$ cat config.mk
export PLATFORM = sky130hd
export DESIGN_NAME = shift_register_univ
export DESIGN_NICKNAME = d
export VERILOG_FILES = /design/src/rtl/shift_register_univ.sv
export SDC_FILE = /design/constraint.sdc
export NUM_CORES = 1
export LEC_CHECK = 0
export ABC_AREA = 1
export CAP_MARGIN = 25
export CORE_AREA = 2 2 54 56
export CTS_CLUSTER_DIAMETER = 80
export DETAILED_ROUTE_END_ITERATION = 8
export DIE_AREA = 0 0 56 58
export GPL_ROUTABILITY_DRIVEN = 0
export GPL_TIMING_DRIVEN = 0
export PLACE_DENSITY = 0.76
export SLEW_MARGIN = 20
export SYNTH_ARGS = -nofsm -noshare
export SYNTH_HDL_FRONTEND = slang
export SYNTH_SLANG_ARGS = --single-unit
$ cat constraint.sdc
create_clock -name clk -period 1.5 [get_ports clk]
set_input_delay 0.3 -clock clk [delete_from_list [all_inputs] [get_ports clk]]
set_output_delay 0.3 -clock clk [all_outputs]
set_load 0.01 [all_outputs]
$ cat src/rtl/shift_register_univ.sv
// Universal shift register (hold / shift-left / shift-right / load) with word-framing counter.
// Latency: one clk edge from any input to out_o/cnt_o/word_o; all outputs are flop outputs.
// Backpressure: none; en_i=0 freezes state and clears the word strobe.
// Optional rotate support (rot_i port) is enabled by defining SHIFT_REG_ROTATE_EN.
module shift_register_univ #(
  parameter int WIDTH = 16,
  localparam int CNT_W = $clog2(WIDTH)
) (
  input  logic             clk,
  input  logic             reset,
  input  logic             en_i,
  input  logic [1:0]       mode_i,
  input  logic             ser_l_i,
  input  logic             ser_r_i,
`ifdef SHIFT_REG_ROTATE_EN
  input  logic             rot_i,
`endif
  input  logic [WIDTH-1:0] data_i,
  output logic [WIDTH-1:0] out_o,
  output logic [CNT_W-1:0] cnt_o,
  output logic             word_o
);

  localparam logic [1:0] MODE_HOLD  = 2'b00;
  localparam logic [1:0] MODE_LEFT  = 2'b01;
  localparam logic [1:0] MODE_RIGHT = 2'b10;
  localparam logic [1:0] MODE_LOAD  = 2'b11;

  // Last count value of a word; the shift that lands on it completes the word.
  localparam logic [CNT_W-1:0] CNT_MAX = CNT_W'(WIDTH - 1);

  logic [WIDTH-1:0] out_q, out_d;
  logic [CNT_W-1:0] cnt_q, cnt_d;
  logic             word_q, word_d;
  logic             fill_l, fill_r;
  logic             do_shift;

  // Select the incoming bit per direction; rotate recirculates the bit shifted out.
  always_comb begin
    fill_l = ser_l_i;
    fill_r = ser_r_i;
`ifdef SHIFT_REG_ROTATE_EN
    if (rot_i) begin
      fill_l = out_q[WIDTH-1];
      fill_r = out_q[0];
    end
`endif
  end

  // Next-state: data path per mode, then the word counter for any shift.
  always_comb begin
    out_d    = out_q;
    cnt_d    = cnt_q;
    word_d   = 1'b0;
    do_shift = 1'b0;
    if (en_i) begin
      case (mode_i)
        MODE_LEFT: begin
          out_d    = {out_q[WIDTH-2:0], fill_l};
          do_shift = 1'b1;
        end
        MODE_RIGHT: begin
          out_d    = {fill_r, out_q[WIDTH-1:1]};
          do_shift = 1'b1;
        end
        MODE_LOAD: begin
          // A load starts a fresh word; any partial count is dropped.
          out_d = data_i;
          cnt_d = '0;
        end
        MODE_HOLD: ;
        default: ;
      endcase
    end
    if (do_shift) begin
      if (cnt_q == CNT_MAX) begin
        cnt_d  = '0;
        word_d = 1'b1;
      end else begin
        cnt_d = cnt_q + 1'b1;
      end
    end
  end

  // State registers with synchronous reset that overrides enable and mode.
  always_ff @(posedge clk) begin
    if (reset) begin
      out_q  <= '0;
      cnt_q  <= '0;
      word_q <= 1'b0;
    end else begin
      out_q  <= out_d;
      cnt_q  <= cnt_d;
      word_q <= word_d;
    end
  end

  assign out_o  = out_q;
  assign cnt_o  = cnt_q;
  assign word_o = word_q;

endmodule

Word-level counts from Yosys, hierarchy flattened
Index checks and enable logic that the tools add are counted.

cells by class
  add/sub/neg operators = 1
  eq/ne operators = 4
  mux-type cells = 8
  bitwise operators = 1
  reduce and logical (&&, ||, !) cells = 7

operators with widths
  operator                                                         number
  16-bit case mux with 3 select lines                              1
  4-bit 2-to-1 mux                                                 4
  4-bit by 1-bit adder with 4-bit output, second input constant    1
  2-bit == test, second input constant                             2
  4-bit == test, second input constant                             1
  2-bit AND reduction                                              2
  2-bit nonzero test                                               2
  2-bit OR reduction                                               2
  1-bit 2-to-1 mux                                                 3
  3-bit nonzero test                                               1
  2-bit by 1-bit == test with 1-bit output, second input constant  1
  1-bit NOT                                                        1

storage, ports and cells
  register bits = 21

Logic depth before layout (Yosys ltp)
  depth after elaboration = 6
  mapped depth = 8
  mapped depth without buffers = 8

Worst setup path before layout
No wires, ideal clock.

  kind = input to register
  start point = in mode_i[0]
  end point = reg out_q[0], in the netlist out_o[0]
  arrival time = 1.080 ns
  data required time = 1.376 ns
  path slack = 0.296 ns
  stages on the path = 7
  buffers on the path = 1
  path through = inv_1 > ha_1 > inv_1 > nand2_1 > buf_4 > a21oi_1 > a31oi_1

on the way
  cells in the longest elaborated chain, start to end = 3
  elaborated cells between the ends (all ways) = 6
  classes of those cells = eq/ne (3); mux (1); reduce/logical (2)

ends and longest elaborated chain
  what                                                                       RTL line  text
  start, declared                                                            12        input logic [1:0] mode_i,
  2-bit == test or 2-bit by 1-bit == test with 1-bit output (tied branches)  57        case (mode_i)
  3-bit nonzero test (no line)                                               -
  2-bit AND reduction (no line)                                              -
  end signal, assigned                                                       92        out_q <= out_d;
  end, declared                                                              32        logic [WIDTH-1:0] out_q, out_d;

Several ways; a longest one is shown, not always the timed one.
A chain may end at the register's enable or synchronous reset.

Worst setup path in the final report
  start point = in mode_i[1]
  end point = reg cnt_q[3], in the netlist cnt_o[3]

on the way
  cells in the longest elaborated chain, start to end = 6
  elaborated cells between the ends (all ways) = 10
  classes of those cells = eq/ne (3); mux (3); reduce/logical (4)

ends and longest elaborated chain
  what                                                                       RTL line  text
  2-bit == test or 2-bit by 1-bit == test with 1-bit output (tied branches)  57
  2-bit OR reduction (no line)                                               -
  1-bit 2-to-1 mux                                                           57
  1-bit 2-to-1 mux                                                           56        if (en_i) begin
  2-bit nonzero test (no line)                                               -
  2-bit AND reduction (no line)                                              -
  end signal, assigned                                                       93        cnt_q <= cnt_d;
  end, declared                                                              33        logic [CNT_W-1:0] cnt_q, cnt_d;

Several ways; a longest one is shown, not always the timed one.

==> metrics.cfg <==
[place]
dp_hpwl_um = 2268
port_buffers = 43
place_inst = 219

[final_layout]
finalNetCount = 223
multi_input_area_um2 = 570.5
antennaDiodeCount = 0
area_growth_pct = 51.87
regArea_um2 = 436.7
utilization = 0.6095
drive_gt1_frac = 0.1590
fillers = 257
finalNonFillerCells = 226

[floorplanning]
ios = 44
die_w_um = 56
rows = 19
die_area_um2 = 3248
start_util = 0.4013
die_y_um = 58
core_um2 = 2663

[global_routing]
overflow = 0
grt_max_degree = 17
grt_pass1_vias = 1144
antenna_found_initial = 0
grt_usage = 0.1887
grt_first_pass_wirelength_um = 4947

[worst_setup_path]
worstPathArrival_ns = 1.69
cp_cell_sequence = clkdlybuf4s50_1 > inv_1 > ha_1 > nand2_1 > inv_1 > nand2_1 > inv_1 > nand3_1 > a21oi_1
crit_type = in -> reg
end_kind = register
required_ns = 1.72
ff2ff_setup_slack_ns = 0.42
cp-start-kind = input pin
crit_fanout = 3
slowest_stage = clkdlybuf4s50_1
slowest_delay_ns = 0.50
cp_common_cell = inv_1

[route]
drtIter0Drc = 60
viasPerCell = 5.416
via_count = 1224
final_antenna_net_count = 0
drc = 0
wl_per_cell_um = 13.94
dr.pass1.iters = 4
drt_wl_total_um = 3150

[synthesis]
ys_ff_latch = 21
syn_area_um2 = 1069
syn_area_per_cell_um2 = 7.369
syn_inst = 145
ys_types = 21
ys_warn_count = 0
syn-num-nets = 172
ys_seq_area_frac = 0.3934

[min_path]
worstHoldPathType = reg -> reg

[clock_tree]
cts-buffers-inserted = 3
postCtsHoldBufs = 0
worst_setup_hold_path_clk_slew_ns = 0.11
cts.sinks = 21
ctsHtreeMaxLevel = 1
tritoncts = yes
cts_buffer_depth = 2
clk_latency_ns = 0.29
cts_root_buffer = clkbuf_4

[pwr]
p_leak_nw = 0.7567
peakVddDrop_v = 0.0004833
pwr_density_cell_nw_per_um2 = 745.7

[sta]
timing.final.crit_share = 0.9746
hold_viol = 0
finClkSkew_ns = 0.002144
setup_violations = 0
worstMarginPinSlew_ns = 0.3618
period_needed_ns = 1.462
slew_headroom = 0.7588
rsz0062_at_grt = yes
fmax_ghz = 0.6841
timing.hold.ws_ns = 0.5014
slew_viol_final = 0

[run_status]
status = finished, final reports clean

[job]
cap_violations = 0

[layout by cell type (no fill, tap or decap)]
| cell | netlist | routed |
|---|---|---|
| a21oi_1 | 19 | 19 |
| a22oi_1 | 1 | 1 |
| a31oi_1 | 16 | 16 |
| buf_2 | 2 | 1 |
| buf_4 | 3 | 5 |
| buf_6 | 1 | 3 |
| clkbuf_1 | 1 | 2 |
| clkbuf_4 | 1 | 3 |
| clkbuf_8 | 0 | 1 |
| clkdlybuf4s50_1 | 0 | 22 |
| dfxtp_1 | 21 | 10 |
| dfxtp_2 | 0 | 10 |
| dfxtp_4 | 0 | 1 |
| dlygate4sd2_1 | 0 | 16 |
| dlymetal6s2s_1 | 0 | 5 |
| ha_1 | 4 | 4 |
| inv_1 | 7 | 6 |
| inv_2 | 2 | 3 |
| nand2_1 | 40 | 39 |
| nand2_4 | 0 | 1 |
| nand3_1 | 3 | 3 |
| nand4_1 | 1 | 1 |
| nor2_1 | 1 | 1 |
| nor2_4 | 1 | 1 |
| nor2_8 | 1 | 1 |
| nor3_1 | 1 | 1 |
| o21ai_0 | 17 | 17 |
| o21ai_1 | 2 | 1 |
| o21ai_2 | 0 | 1 |
[final cells by class]
| class | instances | area share |
|---|---|---|
| buffer | 7 | 0.03932 |
| sequential | 21 | 0.2691 |
| tap | 31 | 0.02390 |
| multi-input combinational | 107 | 0.3516 |
| inverter | 9 | 0.02082 |
| timing repair buffer | 47 | 0.2791 |
| clock buffer | 4 | 0.01619 |
[routing by layer]
layer	vias to the layer above	global-route usage	part of all wire
met2	49	0.3227	0.47
met4	0	0.05102	0.019
met1	566	0.2469	0.45
li1	603	-	-
met5	-	0	0
met3	6	0.03348	0.062
[registers in the layout, summed over array words and instances, names as in the netlist]
register  cells
word_o        1
out_o        16
cnt_o         4
[worst paths after layout]
kind              end      start  depth (start not counted)
max reg2reg  cnt_o[3]   cnt_o[0]                          6
max          cnt_o[3]  mode_i[1]                          9
min          cnt_o[3]   cnt_o[3]                          2
min reg2reg  cnt_o[3]   cnt_o[3]                          2
[kinds of logic after synthesis]
| family | synth area share |
|---|---|
| AND/OR/NAND/NOR | 0.1979 |
| adder cells (fa/ha/maj) | 0.04684 |
| flip-flops | 0.3934 |
| buffers and inverters | 0.08314 |
| AO/OA/AOI/OAI | 0.2787 |
[Yosys cell counts]
library cell / number / area share
a31oi_1: 16 / 0.094
buf_6: 1 / 0.011
a22oi_1: 1 / 0.0070
dfxtp_1: 21 / 0.39
inv_2: 2 / 0.0070
clkbuf_1: 1 / 0.0035
nor3_1: 1 / 0.0047
clkbuf_4: 1 / 0.0070
o21ai_1: 2 / 0.0094
o21ai_0: 17 / 0.080
nand2_1: 40 / 0.14
buf_2: 2 / 0.0094
buf_4: 3 / 0.021
inv_1: 7 / 0.025
nand3_1: 3 / 0.014
nor2_1: 1 / 0.0035
nand4_1: 1 / 0.0059
ha_1: 4 / 0.047
a21oi_1: 19 / 0.089
nor2_8: 1 / 0.019
nor2_4: 1 / 0.011
[critical path: cells and delay by family]
kind	cells	cell delay, ns
buffers and inverters	4	0.72
AND/OR/NAND/NOR	3	0.23
AO/OA/AOI/OAI	1	0.12
adder cells (fa/ha/maj)	1	0.32
[through the flow]
stage / instance area, µm² / total power, mW / setup TNS (ns) / worst slack (ns)
after floorplan: 1069 / 0.7860 / 0 / 0.2962
after detailed placement: 1538 / 0.9580 / -5.992 / -0.3905
final: 1623 / 1.210 / 0 / 0.03813
after global placement: 1538 / 0.9505 / -5.128 / -0.3632
after CTS: 1594 / 1.210 / 0 / 0.0003264
after global routing: 1623 / 1.275 / -0.02011 / -0.01211
[power breakdown]
part	internal [mW]	switching, mW
Clock	0.103	0.157
Sequential	0.597	0.0373
Combinational	0.163	0.153
Total	0.863	0.348
[timing repair]
action | CTS | global route
gates resized for setup | 34 | 8
buffers inserted | 2 | 1
pin swaps | 3 | 3
setup endpoints to repair | 29 | 22
gates cloned | 1 | 0
No activity file was read; power rests on OpenSTA's default activity.
